**config.mk**
```make
export PLATFORM = sky130hd
export DESIGN_NAME = reaction_session_fsm
export DESIGN_NICKNAME = d
export VERILOG_FILES = /design/src/rtl/reaction_session_fsm.sv
export SDC_FILE = /design/constraint.sdc
export NUM_CORES = 1
export LEC_CHECK = 0
export ABC_CLOCK_PERIOD_IN_PS = 2150
export BUFFER_PORTS_ARGS = -buffer_cell sky130_fd_sc_hd__buf_2
export CORE_MARGIN = 2
export CORE_UTILIZATION = 45
export CTS_BUF_LIST = sky130_fd_sc_hd__clkbuf_8 sky130_fd_sc_hd__clkbuf_16
export DETAILED_ROUTE_END_ITERATION = 10
export GPL_TIMING_DRIVEN = 0
export MAX_ROUTING_LAYER = met4
export PLACE_DENSITY = 0.69
export SETUP_SLACK_MARGIN = 0.05
export SLEW_MARGIN = 15
export SYNTH_ARGS = -nofsm -noshare
export SYNTH_HDL_FRONTEND = slang
export SYNTH_SLANG_ARGS = --single-unit
```
**constraint.sdc**
```tcl
create_clock -name clk -period 2.15 [get_ports clk]
set_clock_uncertainty 0.2 [all_clocks]
set_input_delay 0.1075 -clock clk [delete_from_list [all_inputs] [get_ports clk]]
set_output_delay 0.1075 -clock clk [all_outputs]
set_load 0.05 [all_outputs]
```
**src/rtl/reaction_session_fsm.sv**
```systemverilog
// reaction_session_fsm: multi-round reaction timer with random pre-delay, false-start and timeout detection.
// Define REACTION_BEST_EN to track the best time per session; otherwise best_ms is tied to zero.
module reaction_session_fsm #(
   parameter int  TICK_DIV     = 50000,
   parameter int  TIME_W       = 14,
   parameter int  MAX_MS       = 9999,
   parameter int  ROUNDS       = 5,
   parameter int  MIN_DELAY_MS = 1000,
   parameter int  DLY_W        = 11,
   localparam int RW           = (ROUNDS > 1) ? $clog2(ROUNDS) : 1
) (
   input  logic              clk,
   input  logic              rst_n,
   input  logic              start_btn,
   input  logic              react_btn,
   output logic              led,
   output logic [TIME_W-1:0] time_ms,
   output logic              time_valid,
   output logic [TIME_W-1:0] best_ms,
   output logic [RW-1:0]     round_idx,
   output logic              show_error,
   output logic              timeout,
   output logic              session_done
);

   localparam int PW = $clog2(TICK_DIV);
   localparam int CW = $clog2(MIN_DELAY_MS + (1 << DLY_W) + 1);
   localparam logic [TIME_W-1:0] MAX_T      = TIME_W'(MAX_MS);
   localparam logic [PW-1:0]     PRESC_LAST = PW'(TICK_DIV - 1);
   localparam logic [RW-1:0]     ROUND_LAST = RW'(ROUNDS - 1);

   typedef enum logic [2:0] {
      S_IDLE   = 3'd0,
      S_WAIT   = 3'd1,
      S_TIMING = 3'd2,
      S_RESULT = 3'd3,
      S_ERROR  = 3'd4,
      S_TOUT   = 3'd5,
      S_FINAL  = 3'd6
   } state_t;

   state_t              state_r, next_state_s;
   logic                start_prev_r, react_prev_r;
   logic [15:0]         lfsr_r;
   logic [PW-1:0]       presc_r;
   logic [CW-1:0]       count_r, target_r;
   logic [TIME_W-1:0]   timer_r;
   logic                st_e_s, re_e_s, tick_s;
   logic                new_target_s, new_session_s, next_round_s;
   logic                start_timing_s, capture_s, expire_s;

   assign st_e_s = start_btn & ~start_prev_r;
   assign re_e_s = react_btn & ~react_prev_r;
   assign tick_s = (presc_r == PRESC_LAST);

   // State register.
   always_ff @(posedge clk or negedge rst_n) begin
      if (!rst_n) begin
         state_r <= S_IDLE;
      end else begin
         state_r <= next_state_s;
      end
   end

   // Next-state and datapath-control decode; a reaction wins over any same-cycle expiry.
   always_comb begin
      next_state_s   = state_r;
      new_target_s   = 1'b0;
      new_session_s  = 1'b0;
      next_round_s   = 1'b0;
      start_timing_s = 1'b0;
      capture_s      = 1'b0;
      expire_s       = 1'b0;
      case (state_r)
         S_IDLE: begin
            if (st_e_s) begin
               next_state_s  = S_WAIT;
               new_target_s  = 1'b1;
               new_session_s = 1'b1;
            end else begin
               next_state_s = S_IDLE;
            end
         end
         S_WAIT: begin
            if (re_e_s) begin
               next_state_s = S_ERROR;
            end else if (count_r == target_r) begin
               next_state_s   = S_TIMING;
               start_timing_s = 1'b1;
            end else begin
               next_state_s = S_WAIT;
            end
         end
         S_TIMING: begin
            if (re_e_s) begin
               next_state_s = S_RESULT;
               capture_s    = 1'b1;
            end else if (tick_s && (timer_r >= MAX_T - TIME_W'(1))) begin
               next_state_s = S_TOUT;
               expire_s     = 1'b1;
            end else begin
               next_state_s = S_TIMING;
            end
         end
         S_RESULT: begin
            if (st_e_s && (round_idx == ROUND_LAST)) begin
               next_state_s = S_FINAL;
            end else if (st_e_s) begin
               next_state_s = S_WAIT;
               new_target_s = 1'b1;
               next_round_s = 1'b1;
            end else begin
               next_state_s = S_RESULT;
            end
         end
         S_ERROR, S_TOUT: begin
            if (st_e_s) begin
               next_state_s = S_WAIT;
               new_target_s = 1'b1;
            end else begin
               next_state_s = state_r;
            end
         end
         S_FINAL: begin
            if (st_e_s) begin
               next_state_s = S_IDLE;
            end else begin
               next_state_s = S_FINAL;
            end
         end
         default: begin
            next_state_s = S_IDLE;
         end
      endcase
   end

   // Button history (set in reset so held buttons never fire), LFSR and ms prescaler.
   always_ff @(posedge clk or negedge rst_n) begin
      if (!rst_n) begin
         start_prev_r <= 1'b1;
         react_prev_r <= 1'b1;
         lfsr_r       <= 16'hACE1;
         presc_r      <= {PW{1'b0}};
      end else begin
         start_prev_r <= start_btn;
         react_prev_r <= react_btn;
         lfsr_r       <= {lfsr_r[0] ^ lfsr_r[2] ^ lfsr_r[3] ^ lfsr_r[5], lfsr_r[15:1]};
         if (new_target_s || start_timing_s || tick_s) begin
            presc_r <= {PW{1'b0}};
         end else begin
            presc_r <= presc_r + PW'(1);
         end
      end
   end

   // Pre-delay counter, reaction timer, captured result and round index.
   always_ff @(posedge clk or negedge rst_n) begin
      if (!rst_n) begin
         count_r    <= {CW{1'b0}};
         target_r   <= {CW{1'b0}};
         timer_r    <= {TIME_W{1'b0}};
         time_ms    <= {TIME_W{1'b0}};
         time_valid <= 1'b0;
         round_idx  <= {RW{1'b0}};
      end else begin
         if (new_target_s) begin
            count_r  <= {CW{1'b0}};
            target_r <= CW'(MIN_DELAY_MS) + CW'(lfsr_r[DLY_W-1:0]);
         end else if ((state_r == S_WAIT) && tick_s && (count_r != target_r)) begin
            count_r <= count_r + CW'(1);
         end
         if (start_timing_s) begin
            timer_r <= {TIME_W{1'b0}};
         end else if ((state_r == S_TIMING) && tick_s && (timer_r != MAX_T)) begin
            timer_r <= timer_r + TIME_W'(1);
         end
         if (new_session_s) begin
            time_ms <= {TIME_W{1'b0}};
         end else if (capture_s) begin
            time_ms <= timer_r;
         end else if (expire_s) begin
            time_ms <= MAX_T;
         end
         time_valid <= capture_s;
         if (new_session_s) begin
            round_idx <= {RW{1'b0}};
         end else if (next_round_s) begin
            round_idx <= round_idx + RW'(1);
         end
      end
   end

   // Moore flags registered from the next state so they track the state register exactly.
   always_ff @(posedge clk or negedge rst_n) begin
      if (!rst_n) begin
         led          <= 1'b0;
         show_error   <= 1'b0;
         timeout      <= 1'b0;
         session_done <= 1'b0;
      end else begin
         led          <= (next_state_s == S_TIMING);
         show_error   <= (next_state_s == S_ERROR);
         timeout      <= (next_state_s == S_TOUT);
         session_done <= (next_state_s == S_FINAL);
      end
   end

`ifdef REACTION_BEST_EN
   logic [TIME_W-1:0] best_r;

   // Best time: compared the cycle after a capture, restarted with each session.
   always_ff @(posedge clk or negedge rst_n) begin
      if (!rst_n) begin
         best_r <= MAX_T;
      end else if (new_session_s) begin
         best_r <= MAX_T;
      end else if (time_valid && (time_ms < best_r)) begin
         best_r <= time_ms;
      end
   end

   assign best_ms = best_r;
`else
   assign best_ms = {TIME_W{1'b0}};
`endif

endmodule

```
==> flow_summary.yaml <==
floorplan:
  floorplan.die_area_sq_mm: 0.0113
  placement_rows: 37
  core_sq_mm: 0.0102
  die_width_um: 106
  io_pins: 40
  initial_utilization_pct: 46.0
  chipHeight_um: 106
clock_tree:
  clock_latency_ns: 0.38
  h-tree-depth: 3
  tritoncts: "done"
  numCtsBuffers: 9
  clk_transition_reported_paths_ns: 0.11
  cts_buffer_depth: 2
  cts_root_buffer: "clkbuf_8"
  cts.sink_count: 97
worst_hold_path:
  worst_hold_path_type: "input pin to async pin"
critical_path:
  timing.critical_path.required_ns: 2.21
  worstRegToRegCells: 8
  r2r-start: "timer_r[1]$_DFFE_PN0P_"
  critPathMaxFanout: 8
  timing.critical_path.arrival_ns: 2.36
  timing.reg2reg.setup_slack_ns: -0.15
  regToRegEndpoint: "time_ms[3]$_DFFE_PN0P_"
  crit_path_end: "time_ms[3]$_DFFE_PN0P_"
  cp-startpoint: "timer_r[1]$_DFFE_PN0P_"
  endpoint_kind: "flip-flop"
  crit_path_start_kind: "flip-flop"
  critPathKind: "flip-flop to flip-flop"
cells_and_area:
  antennaDiodeCount: 0
  multiInputGateArea_sq_mm: 0.00247
  drive_above_1_share_pct: 38.2
  area.growth.synth_to_final_pct: 29.0
  postLayoutCoreUtil_pct: 59.3
  fillers: 814
  ff_latch_area_sq_mm: 0.00245
  finalNetCount: 543
yosys:
  post_synth_xor_area_fraction_pct: 8.56
  synthDistinctLibCells: 52
  synthArstFlopShare_pct: 100
  synthMostInstantiatedCell: "dfrtp_1"
  post_synth_simple_gate_area_pct: 21.2
  postSynthAreaPerCell_sq_um: 10.7
  synth_common_cells: "dfrtp_1, nand2_1, nor2_1"
  synth-compound-area-share_pct: 10.7
  synth.top_cell.area_share_pct: 46.3
  synth_adder_area_share_pct: 1.86
  ys_seq_area_share_pct: 51.8
  synth_top_family_by_area: "simple AND/OR/NAND/NOR gates"
  synth_ff_type: "dfrtp_1"
  synth-seq-cells: 97
  synth-warning-count: 0
  synth_top_cell_by_area: "dfrtp_1"
  synth_edf_count: 0
  synth.area.mux_share_pct: 0.851
  synth_area_sq_mm: 0.00471
  netlist_top_cells_area: "dfrtp_1, dfstp_2, xnor2_1, xor2_1, nand2_1"
  post_synth_inst_count: 440
drt:
  dr_total_vias: 3617
  finalWirelength_mm: 10.3
  wire_per_inst_um: 15.3
  number_of_design_rule_violations_left_by_the_first_detailed_router_iteration: 237
  route.detailed.vias_per_inst: 5.37
  drc_errors: 0
  route.antenna.remaining_nets: 0
  drtPass1Iterations: 4
power_and_ir_drop:
  p_leak_nw: 2.61
  power.density_mw_per_mm2: 1030
  worst_ir_drop_vdd_mv: 0.525
sta:
  final-setup-viol-count: 19
  timing.final.crit_period_ns: 2.30
  unrepaired_setup_endpoints_after_global_routing: "true"
  setup_total_negative_slack_ns: -1.69
  timing.fmax_mhz: 435
  max_slew.worst_pin.slew_ns: 0.749
  post-route-worst-setup-slack_ns: -0.148
  relSlewSlack_pct: 50.0
  period_share_pct: 107
  final_max_slew_viols: 0
  report.final.hold_viol_count: 0
global_routing:
  grt_max_degree: 61
  number_of_antenna_violations_at_the_first_check_in_global_routing: 0
  grt_pass1_wl_mm: 16.8
  gr-total-overflow: 0
  first_global_vias: 3487
  total_track_usage_pct: 18.9
placement:
  dp_hpwl_mm: 6.28
  io_buffers: 25
  gpl.final_weighted_congestion: 0.822
run:
  max_cap_viol_count: 0
outcome:
  run_status: "finished, violations left"
  violated_checks: "setup timing"
[power breakdown]
part	leakage (nW)	internal (mW)	total (mW)	switching, mW
Combinational	1.31	1.06	2.62	1.56
Clock	0.0937	0.465	1.12	0.657
Sequential	1.20	2.18	2.53	0.344
[cells in the final DEF, fill, tap and decap left out, drive strengths merged, types with 4 or more instances in the layout]
master  Yosys  layout
a21oi      14      14
a22o        7       7
and2       11      11
and3        7       7
and4        8       8
buf        25      90
clkbuf      6      15
conb        1      14
dfrtp      87      87
dfstp      10      10
ha          7       7
inv         9      12
mux2i       4       4
nand2      48      48
nand3       3       4
nand4      23      23
nor2       38      38
nor2b       5       5
nor3        6       6
o21a        4       4
o21ai      14      14
o221a       9       9
o31ai      10      10
or4        11      11
xnor2      25      25
xor2       21      21
[cell families (layout without fill, tap and decap cells)]
| logic type | after synthesis | after routing |
|---|---|---|
| simple gates | 177 | 178 |
| other cells | 1 | 14 |
| buf+inv | 40 | 123 |
| compound gates | 68 | 68 |
| xor+xnor | 46 | 46 |
| flops | 97 | 97 |
| fa+ha+maj | 7 | 7 |
| mux | 4 | 4 |
[through the flow]
| stage | hold WS, ns | instances | setup slack, ns | cell area, sq um | power (mW) |
|---|---|---|---|---|---|
| after floorplan | -0.388 | 453 | 0.0200 | 4770 | 4.05 |
| after global placement | 0.0321 | 614 | -0.415 | 5070 | 4.48 |
| after global routing | 0.173 | 673 | -0.287 | 6070 | 6.61 |
| after detailed placement | 0.0305 | 615 | -0.409 | 5090 | 4.53 |
| final | 0.150 | 673 | -0.148 | 6070 | 6.27 |
| after CTS | 0.165 | 662 | -0.137 | 5720 | 5.97 |
[sequential cells by signal, summed over array words and instances (netlist names)]
name,flops
show_error,1
target_r,12
count_r,12
timeout,1
react_prev_r,1
presc_r,16
timer_r,14
lfsr_r,16
led,1
time_ms,14
round_idx,3
start_prev_r,1
session_done,1
time_valid,1
state_r,3
[repair_timing]
| item | 4_1_cts | 5_1_grt |
|---|---|---|
| hold buffers | 3 | 0 |
| pin swaps | 31 | 26 |
| endpoints found under the hold margin | 51 | 0 |
| resized for setup | 40 | 74 |
| cloned | 1 | 1 |
| setup endpoints to repair | 64 | 74 |
| buffers inserted | 27 | 14 |
[how the worst min path moves through the flow]
stage | startpoint | cells past startpoint | to
2_1_floorplan | rst_n | 0 | count_r[0]$_DFFE_PN0P_
3_3_place_gp | react_btn | 1 | react_prev_r$_DFF_PN1_
3_5_place_dp | rst_n | 1 | lfsr_r[9]$_DFF_PN0_
4_1_cts | lfsr_r[11]$_DFF_PN1_ | 0 | lfsr_r[10]$_DFF_PN1_
5_1_grt | lfsr_r[11]$_DFF_PN1_ | 0 | lfsr_r[10]$_DFF_PN1_
6_report | rst_n | 2 | lfsr_r[12]$_DFF_PN0_
[area by class of cell]
| class | instances | share of cell area, % |
|---|---|---|
| Multi-Input combinational cell | 317 | 40.7 |
| Clock inverter | 6 | 0.784 |
| Buffer | 29 | 3.55 |
| Sequential cell | 97 | 40.4 |
| Timing Repair Buffer | 69 | 8.85 |
| Tap cell | 136 | 2.80 |
| Inverter | 9 | 0.598 |
| Clock buffer | 10 | 2.27 |
[critical path, stage by stage (launching register included)]
cell       delay, ns
dfrtp_2         0.45
buf_4           0.15
o211ai_1        0.28
a2111oi_4       0.13
o211ai_1        0.31
buf_4           0.19
buf_4           0.11
nand2_4         0.09
o221a_4         0.27
[metal layers]
metal,vias to the layer above,global-route usage (%),wire length [um],part of all wire [%]
li1,1730,-,-,-
met1,1784,25.8,4700,45
met2,84,28.8,5010,49
met3,19,3.07,409,4.0
met4,0,6.95,210,2.0
met5,-,-,0,0
Power figures use the tool's default switching activity.
